$ cat config.mk
export PLATFORM = sky130hd
export DESIGN_NAME = therm_race_tx
export DESIGN_NICKNAME = d
export VERILOG_FILES = /design/src/rtl/therm_pkg.sv /design/src/rtl/therm_to_bin.sv /design/src/rtl/therm_race_tx.sv
export SDC_FILE = /design/constraint.sdc
export NUM_CORES = 1
export LEC_CHECK = 0
export CELL_PAD_IN_SITES_DETAIL_PLACEMENT = 0
export CELL_PAD_IN_SITES_GLOBAL_PLACEMENT = 2
export CORE_MARGIN = 2
export CORE_UTILIZATION = 29
export DETAILED_ROUTE_END_ITERATION = 10
export GPL_ROUTABILITY_DRIVEN = 0
export PLACE_DENSITY = 0.71
export SLEW_MARGIN = 30
export SYNTH_ARGS = -nofsm -noshare
export SYNTH_HDL_FRONTEND = slang
export SYNTH_SLANG_ARGS = --single-unit
$ cat constraint.sdc
create_clock -name clk -period 1.87 [get_ports clk]
set_clock_uncertainty 0.1 [all_clocks]
set_input_delay 0.374 -clock clk [delete_from_list [all_inputs] [get_ports clk]]
set_output_delay 0.374 -clock clk [all_outputs]
set_load 0.02 [all_outputs]
$ cat src/rtl/therm_pkg.sv
// Shared types and helpers for the thermometer-to-race-logic transmitter.
package therm_pkg;

    typedef enum logic {
        IDLE = 1'b0,
        SEND = 1'b1
    } state_t;

    // Bits needed to hold a count of 0..width ones.
    function automatic int unsigned cnt_w(input int unsigned width);
        return $clog2(width + 1);
    endfunction

endpackage

$ cat src/rtl/therm_to_bin.sv
// Combinational thermometer decoder: popcount plus bubble detection.
module therm_to_bin
    import therm_pkg::*;
#(
    parameter  int unsigned WIDTH = 4,
    localparam int unsigned CNT_W = cnt_w(WIDTH)
) (
    input  logic [WIDTH-1:0] therm,
    output logic [CNT_W-1:0] count,
    output logic             bubble
);

    // A bubble is any one sitting above a zero.
    always_comb begin
        count  = '0;
        bubble = 1'b0;
        for (int unsigned i = 0; i < WIDTH; i++) begin
            count = count + CNT_W'(therm[i]);
        end
        for (int unsigned i = 0; i + 1 < WIDTH; i++) begin
            if (therm[i+1] && !therm[i]) begin
                bubble = 1'b1;
            end
        end
    end

endmodule

$ cat src/rtl/therm_race_tx.sv
// Accepts one thermometer code per handshake and emits a race-logic edge
// k slots into a WIDTH+1 slot frame.
module therm_race_tx
    import therm_pkg::*;
#(
    parameter  int unsigned WIDTH = 4,
    localparam int unsigned CNT_W = cnt_w(WIDTH)
) (
    input  logic             clk,
    input  logic             rst,
    input  logic             in_valid,
    output logic             in_ready,
    input  logic [WIDTH-1:0] therm,
    output logic             race,
    output logic             frame,
    output logic [CNT_W-1:0] value,
    output logic             err
);

    localparam logic [CNT_W-1:0] LAST_SLOT = CNT_W'(WIDTH);

    state_t           state;
    state_t           state_nxt;
    logic [CNT_W-1:0] slot;
    logic [CNT_W-1:0] slot_nxt;
    logic [CNT_W-1:0] value_nxt;
    logic             race_nxt;
    logic             frame_nxt;
    logic             err_nxt;
    logic [CNT_W-1:0] count;
    logic             bubble;
    logic             take;

    therm_to_bin #(
        .WIDTH(WIDTH)
    ) u_decode (
        .therm (therm),
        .count (count),
        .bubble(bubble)
    );

    assign in_ready = (state == IDLE);
    assign take     = in_valid && in_ready;

    always_ff @(posedge clk or posedge rst) begin
        if (rst) begin
            state <= IDLE;
        end else begin
            state <= state_nxt;
        end
    end

    always_comb begin
        state_nxt = state;
        case (state)
            IDLE: begin
                if (take && !bubble) begin
                    state_nxt = SEND;
                end
            end
            SEND: begin
                if (slot == LAST_SLOT) begin
                    state_nxt = IDLE;
                end
            end
            default: state_nxt = IDLE;
        endcase
    end

    // Next values of the registered outputs; race is high once the slot reaches k.
    always_comb begin
        slot_nxt  = slot;
        value_nxt = value;
        race_nxt  = 1'b0;
        frame_nxt = 1'b0;
        err_nxt   = 1'b0;
        case (state)
            IDLE: begin
                if (take) begin
                    if (bubble) begin
                        err_nxt = 1'b1;
                    end else begin
                        value_nxt = count;
                        slot_nxt  = '0;
                        frame_nxt = 1'b1;
                        race_nxt  = (count == '0);
                    end
                end
            end
            SEND: begin
                if (slot != LAST_SLOT) begin
                    slot_nxt  = slot + CNT_W'(1);
                    frame_nxt = 1'b1;
                    race_nxt  = ((slot + CNT_W'(1)) >= value);
                end
            end
            default: ;
        endcase
    end

    always_ff @(posedge clk or posedge rst) begin
        if (rst) begin
            slot  <= '0;
            value <= '0;
            race  <= 1'b0;
            frame <= 1'b0;
            err   <= 1'b0;
        end else begin
            slot  <= slot_nxt;
            value <= value_nxt;
            race  <= race_nxt;
            frame <= frame_nxt;
            err   <= err_nxt;
        end
    end

endmodule

==> impl_metrics.tcl <==
set metrics [dict create \
    relSlewSlack_pct 72.63 \
    met1_usage_pct 14.22 \
    drive_gt1_share_pct 24.64 \
    row_count 15 \
    cts_tree "yes" \
    synthArstFlopShare_pct 100.0 \
    syn_nets 64 \
    io_pins 14 \
    num_antenna_cells 0 \
    dr.pass1.iters 3 \
    initial_core_util_pct 31.77 \
    syn_inst 49 \
    core_area_um2 1764 \
    synth_edf_count 0 \
    power.leakage_uw 0.0003618 \
    clockBufferDepth 2 \
    drv_slew 0 \
    cap_violations 0 \
    critical-path-top-delay-family "buffers and inverters" \
    grt_pass1_wl_mm 1.828 \
    grt_max_degree 10 \
    grtUsageMet3_pct 3.396 \
    postCtsSetupRepairBufs 0 \
    antenna_found_initial 0 \
    place_area_um2 744.5 \
    power_switching_uw 435.6 \
    synth-main-ff-cell "dfrtp_1" \
    setup_viol 0 \
    synth_top_area_share_pct 40.18 \
    syn_area_um2 560.5 \
    syn_avg_cell_area_um2 11.44 \
    vias 409 \
    synth_top_cells_by_area "dfrtp_1 40%, ha_1 16%, mux2_4 8.0%, inv_1 4.0%, nor4_4 3.8%" \
    crit_end "frame" \
    arrival_ns 1.28 \
    drc 0 \
    finalInstanceArea_um2 803.3 \
    track_usage_pct 11.91 \
    pwr-share-clk_pct 12.7 \
    die_x_um 47.97 \
    p_sw_share_pct 38.05 \
    cp-start-kind "flop" \
    grt_overflow 0 \
    path_cells "clkdlybuf4s50_1" \
    outcome "finished, final reports clean" \
    yosysMostFrequentCell "dfrtp_1" \
    yosysTopAreaCell "dfrtp_1" \
    clock_latency_ns 0.25 \
    power_frac_comb_pct 56.7 \
    path_class "reg -> out" \
    path_buf_inv 1 \
    numCtsBuffers 3 \
    power.density_nw_per_um2 1425 \
    portBuffers 13 \
    crit_slowest_cell "clkdlybuf4s50_1" \
    synth.distinct_cells 20 \
    cts_hold_buf 0 \
    htreeDepth 1 \
    path_max_fanout 5 \
    yosysWarnings 0 \
    path_depth 1 \
    tns_ns 0 \
    rsz0062_at_grt "false" \
    nets 85 \
    ff2ff_path_depth 5 \
    die_h_um 47.97 \
    drt_iter0_drc 4 \
    cts.clk_slew.worst_paths_ns 0.06 \
    synth_seq_cells 9 \
    yosys-top-cells-count "9 x dfrtp_1, 7 x ha_1, 6 x inv_1" \
    cts_root_buf "clkbuf_4" \
    cp-startpoint "frame" \
    wl_per_cell_um 11.22 \
    grt_use_met2_pct 19.20 \
    fmax_mhz 570.6 \
    die_area_um2 2301 \
    irDropWorstVdd_v 0.0006856 \
    seqPwrFrac_pct 30.5 \
    timing.rr.start "slot[0]" \
    finalHoldViolations 0 \
    rrSetupSlack_ns 0.26 \
    cts_sinks 9 \
    end_kind "output port" \
    hold_path_class "in -> async" \
    r2r-end "race" \
    fin_crit_ns 1.752 \
    worstMarginPinSlew_ns 0.4075 \
    dpl.hpwl_um 834 \
    grt_pass1_vias 446 \
    critPathMaxStageDelay_ns 0.62 \
    yosysSeqAreaShare_pct 40.18 \
    post-route-period-util_pct 93.71 \
    top_usage_layer "met2" \
    required_ns 1.40 \
    p_int_uw 709.3 \
    antenna_left 0 \
    area_growth_pct 43.30 \
    finalWirelength_mm 1.055 \
    viasPerCell 4.351 \
]
power by group through the flow:
stage | sequential (µW) | clock, µW | combinational [µW]
after floorplan | 404 | 0 | 346
after CTS | 353 | 153 | 663
final | 349 | 146 | 650
after global placement | 356 | 0 | 641
after detailed placement | 354 | 0 | 651
after global routing | 364 | 162 | 728
per-stage QoR:
stage	setup WS (ns)	hold slack [ns]	total power (µW)	util (%)	instances
final	0.1176	0.2824	1145	45.53	94
after floorplan	0.09538	0.1019	750.2	-	49
after global routing	0.03263	0.3344	1255	45.53	94
after CTS	0.02998	0.2948	1169	45.39	94
after detailed placement	-0.4267	0.4287	1004	42.20	90
after global placement	-0.4043	0.4423	996.8	42.20	90
cells by family after synthesis:
| group | share of synthesized area [%] |
|---|---|
| simple gates | 17.86 |
| flops | 40.18 |
| compound gates | 9.154 |
| fa+ha+maj | 19.20 |
| buf+inv | 4.018 |
| mux | 8.035 |
| xor+xnor | 1.563 |
worst min path at each step:
stage / slack (ns) / from / to / depth (start not counted)
global route: 0.33 / rst / slot[0] / 2
finish: 0.28 / rst / slot[0] / 2
detailed placement: 0.43 / value[1] / value[1] / 1
floorplan: 0.10 / rst / err / 1
CTS: 0.29 / rst / slot[0] / 2
global placement: 0.44 / value[0] / value[0] / 1
metal layers:
metal | vias up | wire [µm]
li1 | 207 | -
met1 | 190 | 464
met2 | 10 | 546
met3 | 2 | 24
met4 | 0 | 19
met5 | - | 0
area by class of cell:
class / count / area [µm²]
clock buffer: 4 / 26.28
fill: 188 / 960.9
inverter: 6 / 22.52
multi-input combinational: 34 / 345.3
sequential: 9 / 225.2
tap: 25 / 31.28
timing repair buffer: 16 / 152.6
layout by cell type (no fill, tap or decap), types with 2 or more instances in the layout:
master,count
inv_1,6
nand2b_1,2
ha_4,2
nand2_1,3
clkbuf_4,3
nor2b_1,2
clkdlybuf4s50_1,10
ha_1,5
o21ai_0,4
dfrtp_1,9
mux2_4,3
buf_4,3
dlygate4sd2_1,2
what timing repair did:
item | CTS | global route
gates resized for setup | 6 | 1
endpoints found under the hold margin | 0 | 0
pin swaps | 3 | 0
setup endpoints to repair | 3 | 1
state kept, by name (all words and copies together) (netlist names):
register / cells
slot: 3
value: 3
err: 1
frame: 1
race: 1
Power figures use the tool's default switching activity.
